--- config.mk ---
export PLATFORM = sky130hd
export DESIGN_NAME = uart_rx_core
export DESIGN_NICKNAME = d
export VERILOG_FILES = /design/src/rtl/uart_pkg.sv /design/src/rtl/uart_rx_fifo.sv /design/src/rtl/uart_rx_core.sv
export SDC_FILE = /design/constraint.sdc
export NUM_CORES = 1
export LEC_CHECK = 0
export ABC_AREA = 1
export CORE_AREA = 3 3 109 100
export CTS_BUF_LIST = sky130_fd_sc_hd__clkbuf_8
export DETAILED_ROUTE_END_ITERATION = 7
export DIE_AREA = 0 0 112 103
export DONT_BUFFER_PORTS = 1
export HOLD_SLACK_MARGIN = 0.15
export PLACE_DENSITY_LB_ADDON = 0.12
export SLEW_MARGIN = 20
export SYNTH_ARGS = -nofsm -noshare
export SYNTH_HDL_FRONTEND = slang
export SYNTH_SLANG_ARGS = --single-unit
--- constraint.sdc ---
create_clock -name clk_i -period 2.4 [get_ports clk_i]
set_input_delay 0.6 -clock clk_i [delete_from_list [all_inputs] [get_ports clk_i]]
set_output_delay 0.6 -clock clk_i [all_outputs]
set_load 0.005 [all_outputs]
--- src/rtl/uart_pkg.sv ---
// Shared types and constants for the UART receive path.
// Sample positions are tick indices within one 16-tick bit period.
`timescale 1ns/1ps
package uart_pkg;

  typedef enum logic [1:0] {
    IDLE,
    START,
    DATA,
    STOP
  } rx_state_t;

  localparam int unsigned SAMPLE_MID_LO = 7;
  localparam int unsigned SAMPLE_MID    = 8;
  localparam int unsigned SAMPLE_MID_HI = 9;
  localparam int unsigned TICK_LAST     = 15;

  // Clock cycles per oversample tick, truncated.
  function automatic int unsigned calc_div(input int unsigned clk_freq_hz,
                                           input int unsigned baud_rate);
    return clk_freq_hz / (baud_rate * 16);
  endfunction

endpackage

--- src/rtl/uart_rx_fifo.sv ---
// Show-ahead FIFO: rdata_o always presents the head entry.
// A pop on a full FIFO frees the slot for a same-cycle push.
`timescale 1ns/1ps
module uart_rx_fifo #(
  parameter int unsigned DEPTH = 4,
  parameter int unsigned WIDTH = 8
) (
  input  logic             clk_i,
  input  logic             rst_n_i,
  input  logic             push_i,
  input  logic [WIDTH-1:0] wdata_i,
  input  logic             pop_i,
  output logic [WIDTH-1:0] rdata_o,
  output logic             empty_o,
  output logic             full_o
);

  localparam int unsigned AW = (DEPTH > 1) ? $clog2(DEPTH) : 1;
  localparam int unsigned CW = AW + 1;

  logic [WIDTH-1:0] mem_q [DEPTH];
  logic [AW-1:0]    wr_ptr_q, wr_ptr_d;
  logic [AW-1:0]    rd_ptr_q, rd_ptr_d;
  logic [CW-1:0]    count_q, count_d;
  logic             push_ok, pop_ok;

  assign empty_o = (count_q == '0);
  assign full_o  = (count_q == CW'(DEPTH));
  assign rdata_o = mem_q[rd_ptr_q];

  assign pop_ok  = pop_i & ~empty_o;
  assign push_ok = push_i & (~full_o | pop_ok);

  always_comb begin
    wr_ptr_d = wr_ptr_q;
    rd_ptr_d = rd_ptr_q;
    count_d  = count_q;
    if (push_ok) begin
      wr_ptr_d = wr_ptr_q + AW'(1);
    end
    if (pop_ok) begin
      rd_ptr_d = rd_ptr_q + AW'(1);
    end
    unique case ({push_ok, pop_ok})
      2'b10:   count_d = count_q + CW'(1);
      2'b01:   count_d = count_q - CW'(1);
      default: count_d = count_q;
    endcase
  end

  always_ff @(posedge clk_i or negedge rst_n_i) begin
    if (!rst_n_i) begin
      wr_ptr_q <= '0;
      rd_ptr_q <= '0;
      count_q  <= '0;
      for (int i = 0; i < int'(DEPTH); i++) begin
        mem_q[i] <= '0;
      end
    end else begin
      wr_ptr_q <= wr_ptr_d;
      rd_ptr_q <= rd_ptr_d;
      count_q  <= count_d;
      if (push_ok) begin
        mem_q[wr_ptr_q] <= wdata_i;
      end
    end
  end

endmodule

--- src/rtl/uart_rx_core.sv ---
// 8N1 UART receiver: 2-FF synchroniser, 16x tick generator, majority-vote
// bit sampling FSM, receive FIFO and sticky framing/overrun flags.
`timescale 1ns/1ps
module uart_rx_core
  import uart_pkg::*;
#(
  parameter int unsigned CLK_FREQ_HZ = 10_000_000,
  parameter int unsigned BAUD_RATE   = 9600,
  parameter int unsigned OVERSAMPLE  = 16,
  parameter int unsigned FIFO_DEPTH  = 4
) (
  input  logic       clk_i,
  input  logic       rst_n_i,
  input  logic       rx_i,
  input  logic       rd_i,
  input  logic       clr_err_i,
  output logic [7:0] data_o,
  output logic       valid_o,
  output logic       full_o,
  output logic       busy_o,
  output logic       frame_err_o,
  output logic       overrun_err_o
);

  localparam int unsigned DIV    = calc_div(CLK_FREQ_HZ, BAUD_RATE);
  localparam int unsigned DIV_W  = (DIV > 1) ? $clog2(DIV) : 1;
  localparam int unsigned TICK_W = $clog2(OVERSAMPLE);

  logic              rx_meta_q, rx_s_q, rx_prev_q;
  rx_state_t         state_q, state_d;
  logic [DIV_W-1:0]  div_cnt_q, div_cnt_d;
  logic [TICK_W-1:0] tick_cnt_q, tick_cnt_d;
  logic [2:0]        bit_idx_q, bit_idx_d;
  logic [7:0]        shift_q, shift_d;
  logic              s_lo_q, s_lo_d;
  logic              s_mid_q, s_mid_d;
  logic              brk_q, brk_d;
  logic              push_q, push_d;
  logic              frame_err_q, frame_err_d;
  logic              overrun_err_q, overrun_err_d;
  logic              tick, maj, at_mid_hi, at_last, frame_set, overrun_set;
  logic              fifo_empty, fifo_full;

  assign tick      = (div_cnt_q == DIV_W'(DIV - 1));
  assign at_mid_hi = tick && (tick_cnt_q == TICK_W'(SAMPLE_MID_HI));
  assign at_last   = tick && (tick_cnt_q == TICK_W'(TICK_LAST));
  // Third vote is the live sample taken at tick SAMPLE_MID_HI.
  assign maj = (s_lo_q & s_mid_q) | (s_lo_q & rx_s_q) | (s_mid_q & rx_s_q);

  always_comb begin
    state_d    = state_q;
    div_cnt_d  = tick ? '0 : div_cnt_q + DIV_W'(1);
    tick_cnt_d = tick ? tick_cnt_q + TICK_W'(1) : tick_cnt_q;
    bit_idx_d  = bit_idx_q;
    shift_d    = shift_q;
    s_lo_d     = s_lo_q;
    s_mid_d    = s_mid_q;
    brk_d      = brk_q & ~rx_s_q;
    push_d     = 1'b0;
    frame_set  = 1'b0;

    if (tick && (tick_cnt_q == TICK_W'(SAMPLE_MID_LO))) begin
      s_lo_d = rx_s_q;
    end
    if (tick && (tick_cnt_q == TICK_W'(SAMPLE_MID))) begin
      s_mid_d = rx_s_q;
    end

    unique case (state_q)
      IDLE: begin
        if (!brk_q && rx_prev_q && !rx_s_q) begin
          state_d    = START;
          div_cnt_d  = '0;
          tick_cnt_d = '0;
        end
      end
      START: begin
        if (at_mid_hi && maj) begin
          state_d = IDLE;
        end else if (at_last) begin
          state_d   = DATA;
          bit_idx_d = '0;
        end
      end
      DATA: begin
        if (at_mid_hi) begin
          shift_d = {maj, shift_q[7:1]};
        end
        if (at_last) begin
          if (bit_idx_q == 3'd7) begin
            state_d = STOP;
          end else begin
            bit_idx_d = bit_idx_q + 3'd1;
          end
        end
      end
      STOP: begin
        // Leave early so a back-to-back start edge is not missed.
        if (at_mid_hi) begin
          state_d = IDLE;
          if (maj) begin
            push_d = 1'b1;
          end else begin
            frame_set = 1'b1;
            brk_d     = 1'b1;
          end
        end
      end
      default: state_d = IDLE;
    endcase
  end

  // A pop in the push cycle makes room, so no overrun then.
  assign overrun_set = push_q & fifo_full & ~rd_i;

  always_comb begin
    frame_err_d = frame_err_q;
    if (frame_set) begin
      frame_err_d = 1'b1;
    end else if (clr_err_i) begin
      frame_err_d = 1'b0;
    end
    overrun_err_d = overrun_err_q;
    if (overrun_set) begin
      overrun_err_d = 1'b1;
    end else if (clr_err_i) begin
      overrun_err_d = 1'b0;
    end
  end

  always_ff @(posedge clk_i or negedge rst_n_i) begin
    if (!rst_n_i) begin
      rx_meta_q     <= 1'b1;
      rx_s_q        <= 1'b1;
      rx_prev_q     <= 1'b1;
      state_q       <= IDLE;
      div_cnt_q     <= '0;
      tick_cnt_q    <= '0;
      bit_idx_q     <= '0;
      shift_q       <= '0;
      s_lo_q        <= 1'b1;
      s_mid_q       <= 1'b1;
      brk_q         <= 1'b0;
      push_q        <= 1'b0;
      frame_err_q   <= 1'b0;
      overrun_err_q <= 1'b0;
    end else begin
      rx_meta_q     <= rx_i;
      rx_s_q        <= rx_meta_q;
      rx_prev_q     <= rx_s_q;
      state_q       <= state_d;
      div_cnt_q     <= div_cnt_d;
      tick_cnt_q    <= tick_cnt_d;
      bit_idx_q     <= bit_idx_d;
      shift_q       <= shift_d;
      s_lo_q        <= s_lo_d;
      s_mid_q       <= s_mid_d;
      brk_q         <= brk_d;
      push_q        <= push_d;
      frame_err_q   <= frame_err_d;
      overrun_err_q <= overrun_err_d;
    end
  end

  uart_rx_fifo #(
    .DEPTH(FIFO_DEPTH),
    .WIDTH(8)
  ) u_fifo (
    .clk_i   (clk_i),
    .rst_n_i (rst_n_i),
    .push_i  (push_q),
    .wdata_i (shift_q),
    .pop_i   (rd_i),
    .rdata_o (data_o),
    .empty_o (fifo_empty),
    .full_o  (fifo_full)
  );

  assign valid_o       = ~fifo_empty;
  assign full_o        = fifo_full;
  assign busy_o        = (state_q != IDLE);
  assign frame_err_o   = frame_err_q;
  assign overrun_err_o = overrun_err_q;

endmodule
==> impl_metrics.yaml, run 1 <==
status:
  run_status: "complete, no violations"
sta:
  post-route-period-util_pct: 87.7
  period_minus_slack_ns: 2.10
  grt_setup_unrepaired: "no"
  worstMarginPinSlew_ns: 0.479
  finalSetupTns_ns: 0
  finalHoldViolCount: 0
  fin_worst_skew_ns: 0.00811
  setup_viol: 0
  holdWs_ns: 0.255
  slew_headroom_pct: 68.1
  fmax_ghz: 0.475
  final_max_slew_viol_count: 0
synth:
  synth_fp_nets: 381
  synth_top_cell_by_area: "dfrtp_1"
  yosys-top-cells-area: "dfrtp_1 49%, o21ai_0 8.8%, nand2_1 7.5%, ha_1 4.4%, inv_1 4.2%"
  synth.most_common_cell: "nand2_1"
  ys_types: 34
  synth_edf_count: 0
  yosysTopAreaCellShare_pct: 48.9
  seq_area_frac_synth_pct: 52.8
  synth_commonest_cells: "68 x nand2_1, 67 x dfrtp_1, 60 x o21ai_0"
  yosysWarnings: 0
  synth_ff_type: "dfrtp_1"
  synth_seq_cells: 72
  synth.cell_area_mm2: 0.00343
  syn_inst: 363
  synthArstFlopShare_pct: 100
  syn_area_per_cell_um2: 9.44
final_layout:
  area_growth_pct: 9.97
  final_nets: 388
  fill_cells: 988
  drive_gt1_share_pct: 13.9
  insertedDiodeCount: 0
place:
  place_congestion: 0.734
  portBuffers: 0
  hpwl_um: 4290
power:
  power_frac_comb_pct: 25.7
  p_clk_share_pct: 30.2
  seq_power_share_pct: 44.1
  switching_power_uw: 1100
  swShare_pct: 33.4
  powerDensity_mw_per_mm2: 877
  p_total_uw: 3300
  internal_power_uw: 2200
  vdd.ir_drop.worst_uv: 533
  p_leak_uw: 0.00178
floorplanning:
  die-width_um: 112
  start_util_pct: 35.2
  dieArea_mm2: 0.0115
  coreArea_mm2: 0.00974
  chipHeight_um: 103
  rows: 34
  io_pins: 18
min_path:
  hp-class: "primary input to flop"
  hold-path-cell-count: 0
  min-delay-start: "rx_i"
critical_path:
  r2r_cells: 9
  endpoint_kind: "output pin"
  crit_path_start: "u_fifo.rd_ptr_q[1]$_DFFE_PN0P_"
  crit_path_start_kind: "flop"
  cp.required_ns: 1.80
  crit_type: "flop to output pin"
  rr_startpoint: "u_fifo.count_q[1]$_DFFE_PN0P_"
  critPathArrivalTime_ns: 1.50
  cp_max_fo: 9
  rrSetupSlack_ns: 0.45
clocking:
  clock-root-buffer: "clkbuf_8"
  clockBufferDepth: 2
  cts_setup_buffers: 0
  clock_latency_ns: 0.34
  cts_resized: 0
  htreeDepth: 3
  cts_tree: "built"
  cts_sinks: 72
  clk_pin_slew_ns: 0.08
  numCtsBuffers: 9
  postCtsHoldBufs: 2
routing:
  drc: 0
  via_per_inst: 4.60
  vias: 2302
  drtIter0Drc: 154
  wl_um: 6590
  wire_per_inst_um: 13.2
  detail-route-antenna-nets: 0
  dr.pass1.iters: 5
flow_run:
  cap_violations: 0
global_route:
  grt_pass1_vias: 2285
  grt.total_usage_pct: 12.6
  antenna_found_initial: 0
  overflow: 0
  grt_max_degree: 73
  grt_pass1_wl_um: 11400
## worst paths after layout
check                                                end
min in group asynchronous   u_fifo.mem_q[24]$_DFFE_PN0P_
max in group asynchronous            rx_meta_q$_DFF_PN1_
hold / removal                       rx_meta_q$_DFF_PN1_
hold reg to reg                         rx_s_q$_DFF_PN1_
setup / recovery                               data_o[4]
setup reg to reg           u_fifo.count_q[2]$_DFFE_PN0P_
## area by class of cell
| class | instances | area (um2) | area share, % |
|---|---|---|---|
| inverter | 39 | 149 | 3.95 |
| sequential | 72 | 1810 | 48.0 |
| clock inverter | 6 | 77.6 | 2.06 |
| multi-input combinational | 244 | 1400 | 37.1 |
| timing repair buffer | 4 | 52.6 | 1.39 |
| tap | 126 | 158 | 4.18 |
| clock buffer | 9 | 124 | 3.29 |
## power groups by stage
stage / clock network [uW] / logic [uW] / registers, uW
2_1_floorplan: 0 / 673 / 1440
3_3_place_gp: 0 / 838 / 1480
3_5_place_dp: 0 / 836 / 1480
4_1_cts: 1040 / 875 / 1460
5_1_grt: 1090 / 984 / 1480
6_report: 997 / 851 / 1460
## metrics by stage
step	setup slack, ns	util [%]	instances	cell area (um2)
after detailed placement	0.403	36.2	483	3530
final	0.296	38.7	500	3770
after global routing	0.153	38.7	500	3770
after floorplan	0.408	-	363	3430
after global placement	0.435	36.2	483	3530
after CTS	0.230	38.7	500	3770
## worst max-delay path, cell delays in order, from the launching register on
cell and delay (ns):
dfrtp_1 0.50, inv_1 0.28, o21ai_0 0.14, o22ai_1 0.24
## state kept, by name, indices dropped and copies added (netlist names), named ones only
register         flops
shift_q              8
u_fifo.rd_ptr_q      2
overrun_err_o        1
frame_err_o          1
rx_meta_q            1
rx_prev_q            1
bit_idx_q            3
tick_cnt_q           4
u_fifo.wr_ptr_q      2
div_cnt_q            7
brk_q                1
push_q               1
s_lo_q               1
u_fifo.count_q       3
u_fifo.mem_q        32
rx_s_q               1
state_q              1
s_mid_q              1
## cells in the final DEF, fill, tap and decap left out
cell type	count
dfstp_2	5
o211ai_2	1
nor2_4	1
nor2_1	32
nand2_1	68
or2_2	1
inv_4	1
nand4_1	6
dlygate4sd3_1	1
o22ai_1	8
dfrtp_1	67
nor3_4	1
a31oi_1	1
nor3_1	3
a21oi_1	4
clkbuf_8	9
xnor2_1	2
a211oi_1	1
nand2_2	6
nand3_4	1
inv_1	40
o21ai_2	8
nand3_1	7
fa_1	1
o211ai_1	1
o21ai_0	60
ha_1	12
buf_4	2
bufinv_16	2
nor2_2	3
clkinv_2	2
buf_16	1
nand2_4	6
a21boi_2	1
nor2_8	1
xor2_1	6
o21a_1	2
## metal layers
metal	track usage [%]	vias to the layer above	routed length (um)
li1	-	1201	-
met1	16.0	1073	3310
met2	20.2	24	2990
met3	4.28	4	219
met4	4.53	0	60
met5	0	-	0
## cells by family (layout without fill, tap and decap cells)
family                   count (synthesis)  count (layout)  synth area share (%)
AO/OA/AOI/OAI                           87              87                  14.6
adder cells (fa/ha/maj)                 13              13                  4.97
AND/OR/NAND/NOR                        136             136                  19.2
flip-flops                              72              72                  52.8
buffers and inverters                   47              58                  6.39
XOR/XNOR                                 8               8                  2.05
(Power assumes the default switching activity.)
==> run 2: changes to the inputs <==
Settings changed: PLACE_DENSITY_LB_ADDON 0.12 to 0.2, TNS_END_PERCENT set to 20.
==> run 2 against run 1 <==
Effect of this change:
- clock skew is 0.0021 ns higher
- sequential share of layout area down 0.11 points
- worst hold slack got worse by 0.0095 ns
- sequential power about the same
- highest routed layer unchanged
- first-iteration DRC count shrank 12%
- utilization rose by 0.090 points
- critical path depth unchanged
==> impl_metrics.yaml, run 2 (synthesis gave the netlist of run 1 again) <==
routing:
  detail-route-antenna-nets: 0
  drtIter0Drc: 136
  via_per_inst: 4.70
  wire_per_inst_um: 13.1
  dr.pass1.iters: 4
  vias: 2348
  wl_um: 6540
  drc: 0
critical_path:
  path_delay_family: "flip-flops"
  cp_slowest_cell: "dfrtp_1"
  critPathArrivalTime_ns: 1.53
  crit_path_start: "u_fifo.rd_ptr_q[1]$_DFFE_PN0P_"
  cp.depth: 3
  rr_startpoint: "u_fifo.count_q[1]$_DFFE_PN0P_"
  endpoint_kind: "output pin"
  r2r_cells: 9
  cpPeakStageDelay_ns: 0.49
  path_cells: "inv_1, o21ai_0, o22ai_1"
  crit_end: "data_o[7]"
  cp_max_fo: 9
  cp.required_ns: 1.80
  rrSetupSlack_ns: 0.44
  crit_buf_inv: 1
  rr_endpoint: "u_fifo.count_q[2]$_DFFE_PN0P_"
  crit_path_start_kind: "flop"
  crit_type: "flop to output pin"
clocking:
  cts_resized: 0
  cts_setup_buffers: 0
  clock-root-buffer: "clkbuf_8"
  clk_pin_slew_ns: 0.08
  htreeDepth: 3
  numCtsBuffers: 9
  postCtsHoldBufs: 2
  cts_tree: "built"
  clockBufferDepth: 2
  clock_latency_ns: 0.35
  cts_sinks: 72
global_route:
  grt.busiest_layer: "met2"
  grt_use_met3_pct: 4.52
  antenna_found_initial: 0
  grt_pass1_vias: 2337
  grt_pass1_wl_um: 11400
  grt_util_met1_pct: 15.7
  grt.total_usage_pct: 12.5
  met2_usage_pct: 20.5
  overflow: 0
  grt_max_degree: 73
sta:
  period_minus_slack_ns: 2.13
  worstMarginPinSlew_ns: 0.484
  grt_setup_unrepaired: "no"
  holdWs_ns: 0.245
  slew_headroom_pct: 67.7
  setup_viol: 0
  post-route-period-util_pct: 88.8
  fin_worst_skew_ns: 0.0103
  fmax_ghz: 0.469
  finalSetupTns_ns: 0
  final_max_slew_viol_count: 0
  finalHoldViolCount: 0
power:
  p_total_uw: 3350
  powerDensity_mw_per_mm2: 886
  p_leak_uw: 0.00178
  vdd.ir_drop.worst_uv: 423
min_path:
  hp-class: "primary input to flop"
  min-delay-start: "rx_i"
final_layout:
  top_regs: "u_fifo.mem_q x32, shift_q x8, div_cnt_q x7"
  drive_gt1_share_pct: 14.2
  final_common_cell: "nand2_1"
  insertedDiodeCount: 0
  final_nets: 388
  final_util_pct: 38.8
  final_area_mm2: 0.00378
  largest_reg_flops: 32
  area_growth_pct: 10.2
  top_register: "u_fifo.mem_q"
  final_cell_mix: "68 x nand2_1, 67 x dfrtp_1, 60 x o21ai_0"
place:
  portBuffers: 0
  place_congestion: 0.748
  hpwl_um: 4300
  place_area_mm2: 0.00353
floorplanning:
  die-width_um: 112
  coreArea_mm2: 0.00974
  start_util_pct: 35.2
  rows: 34
  io_pins: 18
  chipHeight_um: 103
  dieArea_mm2: 0.0115
status:
  run_status: "complete, no violations"
flow_run:
  cap_violations: 0
-- run 2: cell count changes in the layout (fill, tap and decap cells not counted), sizes merged --
cell,before,now
clkinv,2,3
inv,41,40
-- run 2: area by class of cell --
type | instances | area (um2)
well taps | 126 | 158
multi-input cells | 244 | 1400
inverters | 39 | 149
repair buffers | 4 | 52.6
clock buffers | 9 | 124
clock inverters | 6 | 86.3
fillers | 980 | 5970
flip-flops and latches | 72 | 1810
-- run 2: metal layers --
layer  part of all wire (%)  up-vias
met4                    1.1        0
met3                    4.2        8
met2                     45       30
met5                      0        -
met1                     49     1109
li1                       -     1201
-- run 2: power by group --
group          switching [uW]  internal [uW]  total, uW
Combinational             545            309        854
Clock                     459            578       1040
Sequential                133           1320       1460
-- run 2: worst min-delay path by stage --
stage | cells after the start | to
after global placement | 0 | u_fifo.mem_q[0]$_DFFE_PN0P_
after floorplan | 0 | asynchronous set/reset pin
final | 0 | rx_meta_q$_DFF_PN1_
after global routing | 0 | rx_meta_q$_DFF_PN1_
after CTS | 0 | rx_meta_q$_DFF_PN1_
after detailed placement | 0 | u_fifo.mem_q[0]$_DFFE_PN0P_
-- run 2: metrics by stage --
stage | setup WS [ns] | instances
after floorplan | 0.408 | 363
after global placement | 0.437 | 483
after detailed placement | 0.361 | 483
after CTS | 0.248 | 500
after global routing | 0.130 | 500
final | 0.269 | 500
